[src/rtl/lcd_text_driver.sv]
// lcd_text_driver: runs the HD44780 power-up/init sequence on a 16x2 character LCD, then
//   rewrites both rows whenever {line1,line2} differs from the last snapshot written.
// Latency: a change seen in IDLE starts a frame next cycle; first lcd_e rise one cycle later.
// Backpressure: none; a change during a frame sets pending and is written by the next frame.
// Ports: clk, rst (async active-low); line1/line2 text in ([127:120] = column 0);
//   lcd_e/lcd_rs/lcd_rw/lcd_data to the panel; busy (low only in IDLE); init_done (sticky).
// Option: define LCD_PERIODIC_REFRESH_EN to force a rewrite after REFRESH_CYC idle cycles.
module lcd_text_driver #(
    parameter int POWERUP_CYC = 750000,
    parameter int E_PULSE_CYC = 25,
    parameter int CMD_CYC     = 2500,
    parameter int CLEAR_CYC   = 100000,
    parameter int REFRESH_CYC = 5000000
) (
    input  logic         clk,
    input  logic         rst,
    input  logic [127:0] line1,
    input  logic [127:0] line2,
    output logic         lcd_e,
    output logic         lcd_rs,
    output logic         lcd_rw,
    output logic [7:0]   lcd_data,
    output logic         busy,
    output logic         init_done
);
    // One counter serves power-up, slot timing and (optionally) idle timing, so it is
    // sized for the largest of them.
    localparam int MAX_AB   = (POWERUP_CYC > REFRESH_CYC) ? POWERUP_CYC : REFRESH_CYC;
    localparam int MAX_SLOT = E_PULSE_CYC + ((CLEAR_CYC > CMD_CYC) ? CLEAR_CYC : CMD_CYC);
    localparam int MAX_CNT  = (MAX_AB > MAX_SLOT) ? MAX_AB : MAX_SLOT;
    localparam int CW       = $clog2(MAX_CNT + 1);

    localparam logic [CW-1:0] CNT_ONE  = CW'(1);
    localparam logic [CW-1:0] PWR_LAST = CW'(POWERUP_CYC - 1);
    localparam logic [CW-1:0] E_LAST   = CW'(E_PULSE_CYC);
    // Slot = 1 setup cycle + E_PULSE_CYC strobe cycles + wait; counter runs 0..LAST.
    localparam logic [CW-1:0] CMD_LAST = CW'(E_PULSE_CYC + CMD_CYC);
    localparam logic [CW-1:0] CLR_LAST = CW'(E_PULSE_CYC + CLEAR_CYC);

    typedef enum logic [2:0] {
        S_PWRUP,
        S_INIT,
        S_IDLE,
        S_ADDR1,
        S_ROW1,
        S_ADDR2,
        S_ROW2
    } state_t;

    state_t         state, state_n;
    logic [CW-1:0]  cnt, cnt_n;
    logic [1:0]     step, step_n;      // init command index
    logic [3:0]     col, col_n;        // character column within a row
    logic [255:0]   snapshot;
    logic           pending;

    logic           changed;
    logic           refresh_hit;
    logic           frame_go;
    logic           init_fin;
    logic [CW-1:0]  slot_last;
    logic           slot_end;
    logic           writing_n;
    logic           e_n;
    logic           rs_n;
    logic [7:0]     data_n;

    function automatic logic [7:0] init_cmd(input logic [1:0] idx);
        logic [7:0] c;
        case (idx)
            2'd0:    c = 8'h38;   // 8-bit bus, 2 lines, 5x8 font
            2'd1:    c = 8'h0C;   // display on, cursor off
            2'd2:    c = 8'h06;   // increment, no shift
            default: c = 8'h01;   // clear display
        endcase
        return c;
    endfunction

    assign changed   = ({line1, line2} != snapshot);
    assign slot_last = (state == S_INIT && step == 2'd3) ? CLR_LAST : CMD_LAST;
    assign slot_end  = (cnt == slot_last);
    assign busy      = (state != S_IDLE);
    assign lcd_rw    = 1'b0;

`ifdef LCD_PERIODIC_REFRESH_EN
    localparam logic [CW-1:0] REF_LAST = CW'(REFRESH_CYC - 1);
    logic [CW-1:0] idle_cnt;

    always_ff @(posedge clk or negedge rst) begin
        if (!rst) begin
            idle_cnt <= '0;
        end else if (state == S_IDLE && !frame_go) begin
            idle_cnt <= idle_cnt + CNT_ONE;
        end else begin
            idle_cnt <= '0;
        end
    end

    assign refresh_hit = (idle_cnt == REF_LAST);
`else
    assign refresh_hit = 1'b0;
`endif

    // Next-state logic, plus the output values that go with the next state so the
    // panel pins come straight from flops.
    always_comb begin
        state_n  = state;
        cnt_n    = cnt;
        step_n   = step;
        col_n    = col;
        frame_go = 1'b0;
        init_fin = 1'b0;

        case (state)
            S_PWRUP: begin
                if (cnt == PWR_LAST) begin
                    state_n = S_INIT;
                    cnt_n   = '0;
                    step_n  = 2'd0;
                end else begin
                    cnt_n = cnt + CNT_ONE;
                end
            end
            S_INIT: begin
                if (slot_end) begin
                    cnt_n = '0;
                    if (step == 2'd3) begin
                        state_n  = S_IDLE;
                        init_fin = 1'b1;
                    end else begin
                        step_n = step + 2'd1;
                    end
                end else begin
                    cnt_n = cnt + CNT_ONE;
                end
            end
            S_IDLE: begin
                cnt_n = '0;
                if (pending || changed || refresh_hit) begin
                    frame_go = 1'b1;
                    state_n  = S_ADDR1;
                end
            end
            S_ADDR1: begin
                if (slot_end) begin
                    state_n = S_ROW1;
                    cnt_n   = '0;
                    col_n   = 4'd0;
                end else begin
                    cnt_n = cnt + CNT_ONE;
                end
            end
            S_ROW1: begin
                if (slot_end) begin
                    cnt_n = '0;
                    col_n = col + 4'd1;
                    if (col == 4'd15) begin
                        state_n = S_ADDR2;
                    end
                end else begin
                    cnt_n = cnt + CNT_ONE;
                end
            end
            S_ADDR2: begin
                if (slot_end) begin
                    state_n = S_ROW2;
                    cnt_n   = '0;
                    col_n   = 4'd0;
                end else begin
                    cnt_n = cnt + CNT_ONE;
                end
            end
            S_ROW2: begin
                if (slot_end) begin
                    cnt_n = '0;
                    col_n = col + 4'd1;
                    if (col == 4'd15) begin
                        state_n = S_IDLE;
                    end
                end else begin
                    cnt_n = cnt + CNT_ONE;
                end
            end
            default: begin
                state_n = S_PWRUP;
                cnt_n   = '0;
            end
        endcase

        // Output values for the upcoming cycle. Snapshot is already latched by the
        // time a ROW state is entered, so the current register is the right source.
        writing_n = (state_n != S_PWRUP) && (state_n != S_IDLE);
        e_n       = writing_n && (cnt_n != '0) && (cnt_n <= E_LAST);
        rs_n      = 1'b0;
        data_n    = 8'h00;
        case (state_n)
            S_INIT:  data_n = init_cmd(step_n);
            S_ADDR1: data_n = 8'h80;
            S_ROW1: begin
                rs_n   = 1'b1;
                // Row 0 lives in snapshot[255:128]; column c starts at bit 255-8c.
                data_n = snapshot[{1'b1, ~col_n, 3'b111} -: 8];
            end
            S_ADDR2: data_n = 8'hC0;
            S_ROW2: begin
                rs_n   = 1'b1;
                data_n = snapshot[{1'b0, ~col_n, 3'b111} -: 8];
            end
            default: begin
                rs_n   = 1'b0;
                data_n = 8'h00;
            end
        endcase
    end

    always_ff @(posedge clk or negedge rst) begin
        if (!rst) begin
            state <= S_PWRUP;
            cnt   <= '0;
            step  <= 2'd0;
            col   <= 4'd0;
        end else begin
            state <= state_n;
            cnt   <= cnt_n;
            step  <= step_n;
            col   <= col_n;
        end
    end

    always_ff @(posedge clk or negedge rst) begin
        if (!rst) begin
            lcd_e     <= 1'b0;
            lcd_rs    <= 1'b0;
            lcd_data  <= 8'h00;
            init_done <= 1'b0;
            pending   <= 1'b0;
            snapshot  <= {32{8'h20}};
        end else begin
            lcd_e    <= e_n;
            lcd_rs   <= rs_n;
            lcd_data <= data_n;
            if (init_fin) begin
                init_done <= 1'b1;
            end
            if (frame_go) begin
                snapshot <= {line1, line2};
                pending  <= 1'b0;
            end else if (init_fin) begin
                // Forces the first frame straight after init, whatever the text is.
                pending <= 1'b1;
            end else if (busy && state != S_PWRUP && state != S_INIT && changed) begin
                pending <= 1'b1;
            end
        end
    end

endmodule

[config.mk]
export PLATFORM = sky130hd
export DESIGN_NAME = lcd_text_driver
export DESIGN_NICKNAME = d
export VERILOG_FILES = /design/src/rtl/lcd_text_driver.sv
export SDC_FILE = /design/constraint.sdc
export NUM_CORES = 1
export LEC_CHECK = 0
export BUFFER_PORTS_ARGS = -buffer_cell sky130_fd_sc_hd__buf_2
export CORE_ASPECT_RATIO = 0.75
export CORE_UTILIZATION = 58
export DETAILED_ROUTE_END_ITERATION = 10
export PLACE_DENSITY_LB_ADDON = 0.25
export SLEW_MARGIN = 10
export SYNTH_ARGS = -nofsm -noshare
export SYNTH_HDL_FRONTEND = slang
export SYNTH_SLANG_ARGS = --single-unit
export TNS_END_PERCENT = 30
[constraint.sdc]
create_clock -name clk -period 4.9 [get_ports clk]
set_input_delay 0.49 -clock clk [delete_from_list [all_inputs] [get_ports clk]]
set_output_delay 0.49 -clock clk [all_outputs]
set_load 0.01 [all_outputs]
* Word-level counts from Yosys, hierarchy flattened *
Index checks and enable logic that the tools add are counted.

storage, ports and cells
  bits in registers = 300
  output and inout port bits = 13
  memories = 0
  RAM bits = 0
  ROM bits = 0
  logic and storage cells = 89
  bits in latches = 0
  input bits = 258

cells by class
  order comparisons = 1
  divide/modulo/power cells = 0
  muxes and demuxes = 33
  $mul = 0
  bitwise gates (word level) = 1
  $add $sub $neg = 3
  equal/unequal tests = 21
  reduce and logical (&&, ||, !) cells = 18
  shifts and indexed selects = 2

operators by type and width
  cell                                                                                number
  263-bit by 8-bit indexed part select with 8-bit output                              1
  263-bit by 9-bit indexed part select with 8-bit output                              1
  256-bit inequality test                                                             1
  23-bit 2-to-1 mux                                                                   2
  23-bit case mux with 2 select lines                                                 1
  8-bit case mux with 5 select lines                                                  1
  3-bit 2-to-1 mux                                                                    10
  23-bit by 1-bit adder with 23-bit output (second input constant)                    1
  23-bit by 17-bit == test with 1-bit output                                          1
  23-bit by 20-bit == test with 1-bit output (second input constant)                  1
  23-bit by 5-bit less-or-equal comparator with 1-bit output (second input constant)  1
  23-bit nonzero test                                                                 1
  3-bit case mux with 7 select lines                                                  1
  3-bit == test (second input constant)                                               6
  6-bit case mux with 3 select lines                                                  1
  17-bit 2-to-1 mux                                                                   1
  3-bit by 2-bit == test with 1-bit output (second input constant)                    3
  1-bit 2-to-1 mux                                                                    9
  3-bit nonzero test                                                                  3
  4-bit 2-to-1 mux                                                                    2
  4-bit case mux with 2 select lines                                                  1
  1-bit logical AND                                                                   7
  3-bit by 1-bit == test with 1-bit output (second input constant)                    2
  2-bit 2-to-1 mux                                                                    3
  14 further kinds                                                                    18

* Longest topological paths before layout *
  word-level depth = 10
  gate-level depth with buffers = 19

* Least setup slack after synthesis *
No wires, ideal clock.

  path type = reg-to-reg
  start = register cnt[11]
  end = register lcd_data[4]
  required time = 4.764 ns
  arrival = 3.781 ns
  path slack = 0.983 ns
  cell stages (with the launch flop) = 16
  setup time = 0.136 ns
  cell sequence = dfrtp_1 -> or3b_4 -> nor4_4 -> a21oi_1 -> or4b_2 -> ha_1 -> nor3b_1 -> a211oi_1 -> o22ai_1 -> inv_1 -> buf_2 -> nor2_1 -> a22oi_1 -> and3_1 -> o31ai_1 -> a22oi_1

between the ends
  cells in the longest elaborated chain, start to end = 6
  elaborated cells on any way between the ends = 28

ends and longest elaborated chain
  item                                                                                                             RTL line  text
  from (decl)                                                                                                      51        logic [CW-1:0] cnt, cnt_n;
  from (signal assigned)                                                                                           224       cnt <= cnt_n;
  23-bit by 17-bit == test with 1-bit output / 23-bit by 20-bit == test with 1-bit output (equally long branches)  81, 116
  4-bit 2-to-1 mux (tied with other cells)                                                                         154, 174
  4-bit case mux with 2 select lines / 2-bit case mux with 2 select lines (equally long branches)                  114       case (state)
  4-bit inverter (tied with other cells)                                                                           202, 207
  263-bit by 9-bit indexed part select with 8-bit output (tied with other cells)                                   202       data_n = snapshot[{1'b1, ~col_n, 3'b111} -: 8];
  8-bit case mux with 5 select lines (*)                                                                           196       case (state_n)
  via data_n[4]                                                                                                    66        logic [7:0] data_n;
  to (signal assigned)                                                                                             241       lcd_data <= data_n;
  to (decl)                                                                                                        22        output logic [7:0] lcd_data,

Mark *: on every way through the listed nets, which the timed path passes. The rest lies on a longest branch.
A chain may end at the register's enable or synchronous reset.

* Worst setup path after layout *
  start = register cnt[5]
  end = register lcd_data[4]

The elaborated chain is that of the path after synthesis.

==> results.py <==
metrics = {
    "global_routing": {
        "use_met2": 0.556,
        "grt_pass1_wl_mm": 87.5,
        "use_met1": 0.575,
        "grt_usage": 0.383,
        "grt_max_degree": 120,
        "busiest_layer": "met1",
        "met3_usage": 0.0840,
        "grt_pass1_vias": 13900,
        "antenna_found_initial": 0,
        "overflow": 0,
    },
    "worst_setup_path": {
        "critPathSlowestCell": "or4b_2",
        "crit_path_end": "lcd_data[4]$_DFF_PN0_",
        "path_common_cell": "a22oi_1",
        "rr_startpoint": "cnt[5]$_DFF_PN0_",
        "cp.arrival_ps": 5060,
        "cp-end-kind": "flop",
        "crit_fanout": 18,
        "slowest_delay_ps": 700,
        "crit_chain": "or3b_4 > nor4_4 > a21oi_1 > or4b_2 > ha_1 > nor3b_1 > a211oi_1 > o22ai_4 > inv_1 > buf_12 > buf_4 > nor2_1 > a22oi_1 > and3_1 > o31ai_1 > a22oi_1",
        "crit_start": "cnt[5]$_DFF_PN0_",
        "cp-start-kind": "flop",
        "timing.rr.end": "lcd_data[4]$_DFF_PN0_",
        "r2r_setup_slack_ps": 290,
        "worstPathRequired_ps": 5350,
        "reg2regPathDepth": 16,
        "critPathKind": "reg2reg",
    },
    "cts": {
        "root_buffer": "clkbuf_16",
        "clk_path_buf_depth": 3,
        "clock-sinks": 300,
        "htree_levels": 1,
        "postCtsHoldBufs": 0,
        "cts_tree": "built",
        "insertion_delay_ps": 580,
        "cts_resized": 0,
        "numCtsBuffers": 30,
        "clk_pin_slew_ps": 70,
        "postCtsSetupBuffers": 0,
    },
    "sta": {
        "max_freq_ghz": 0.217,
        "timing.hold.ws_ps": -37.1,
        "min_period_ps": 4610,
        "maxSlewViolCount": 0,
        "relSlewSlack": 0.426,
        "period_share": 0.940,
        "hold_viol": 9,
        "worst_slew_pin_slew_ps": 861,
        "grt_setup_unrepaired": "no",
        "tns_ps": 0,
        "setup_violations": 0,
        "skew_ps": 12.0,
    },
    "drt": {
        "drtIter0Drc": 1532,
        "wl_mm": 59.4,
        "viasPerCell": 6.26,
        "ant_nets": 0,
        "dr_total_vias": 14200,
        "wl_per_cell_microns": 26.2,
        "drt_pass1_iterations": 5,
        "remaining_drc_errors": 0,
    },
    "synthesis": {
        "synth_edf_count": 0,
        "ys_types": 78,
        "synth.top_cells.by_area": "dfrtp_1, mux2_2, xnor2_1, xor2_1, dfstp_2",
        "synth_largest_area_cell": "dfrtp_1",
        "ys_ff_latch": 300,
        "synthArstFlopShare": 1.00,
        "synthesis.nets": 1868,
        "synth_top_area_frac": 0.383,
        "ys_seq_area_frac": 0.431,
        "avgSynthCellArea_sq_um": 10.9,
        "yosysWarnings": 0,
        "syn_area_sq_um": 17500,
        "synthFlopType": "dfrtp_1",
        "synth_common_cells": "dfrtp_1, mux2_2, xnor2_1",
        "synth_cells": 1602,
        "synth.most_common_cell": "dfrtp_1",
    },
    "floorplanning": {
        "pin_count": 271,
        "die_w_microns": 203,
        "core_area_sq_um": 29400,
        "die_area_sq_um": 30900,
        "die_h_microns": 153,
        "rows": 54,
        "start_util": 0.596,
    },
    "placed_design": {
        "port_buffers": 269,
        "placed_cell_area_sq_um": 19300,
        "gp_congestion": 1.01,
        "dp_hpwl_mm": 45.7,
        "dp.cells": 2210,
    },
    "cells_and_area": {
        "nets": 2116,
        "post-route-cell-area_sq_um": 20400,
        "fin_util": 0.693,
        "antenna_cells": 0,
        "final_cells": 2266,
        "area_growth_pct": 16.2,
        "drive_gt1_frac": 0.353,
    },
    "power": {
        "p_leak_nw": 8.89,
        "peakVddDrop_uv": 307,
        "p_per_area_nw_per_um2": 294,
    },
    "run_status": {
        "status": "finished, violations left",
        "failed_checks": "negative hold slack",
    },
    "worst_hold_path": {
        "hold_class": "in2async",
    },
    "flow_run": {
        "cap_viol_max_count": 0,
    },
}
-- cell type report --
class / count / area, sq um
clock buffer: 47 / 876
clock inverter: 9 / 223
fill: 2224 / 9030
inverter: 12 / 48.8
multi-input combinational: 1206 / 9470
sequential: 300 / 7550
tap: 392 / 490
timing repair buffer: 300 / 1700
-- power breakdown --
| part | switching [mW] | internal [mW] |
|---|---|---|
| clock network | 1.01 | 1.59 |
| logic | 0.338 | 0.309 |
| registers | 0.132 | 2.60 |
-- how the worst min path moves through the flow --
stage	startpoint	to	slack, ps	cells past startpoint
global placement	init_done$_DFFE_PN0P_	init_done$_DFFE_PN0P_	500	1
detailed placement	init_done$_DFFE_PN0P_	init_done$_DFFE_PN0P_	490	1
global route	rst	snapshot[242]$_DFFE_PN0P_	50	1
floorplan	rst	cnt[0]$_DFF_PN0_	190	0
CTS	rst	snapshot[159]$_DFFE_PN0P_	20	1
finish	rst	snapshot[242]$_DFFE_PN0P_	-40	1
-- per-layer routing --
metal	part of all wire	up-vias
met4	0.028	0
met2	0.43	711
li1	-	6236
met1	0.44	7152
met5	0	-
met3	0.10	95
-- cells in the final DEF (no fill, tap or decap), drive strengths merged, types with 9 or more instances in the layout --
cell	synthesis	final
a21o	9	9
nor4	39	39
nor3	14	14
a22oi	9	9
and3	23	23
buf	67	300
nand3	60	60
nand2	157	157
clkbuf	17	47
dfrtp	268	268
mux2	262	262
o2111ai	9	9
mux2i	48	48
nand4	64	64
nor2	66	66
inv	11	11
a31oi	11	11
a21oi	33	33
dfstp	32	32
xor2	107	107
xnor2	174	174
-- state kept, by name (all words and copies together), names as in the netlist --
register,cells
cnt,23
col,4
init_done,1
lcd_data,8
lcd_e,1
lcd_rs,1
pending,1
snapshot,256
state,3
step,2
-- metrics by stage --
step                total power, mW  worst slack (ps)
floorplan                      3.03               983
global route                   6.14              88.5
finish                         5.98               293
CTS                            5.99               397
detailed placement             3.40               410
global placement               3.39               563
-- cell families (layout without fill, tap and decap cells) --
logic type                 after synthesis  count (layout)  synth area share
AOI/OAI and AO/OA                      147             147            0.0631
xor gates and xnor gates               281             281             0.140
adders and majority gates                8               8           0.00571
buffers and inverters                   96             368            0.0304
DFF                                    300             300             0.431
muxes                                  310             310             0.196
other                                    1               1          0.000214
and+or+nand+nor                        459             459             0.133
-- worst max-delay path, delay by kind of cell (launching register included) --
family          cells  cell delay (ps)
compound gates      6              890
flops               1              420
simple gates        6             2310
fa+ha+maj           1              220
buf+inv             3              630
Power figures use the tool's default switching activity.
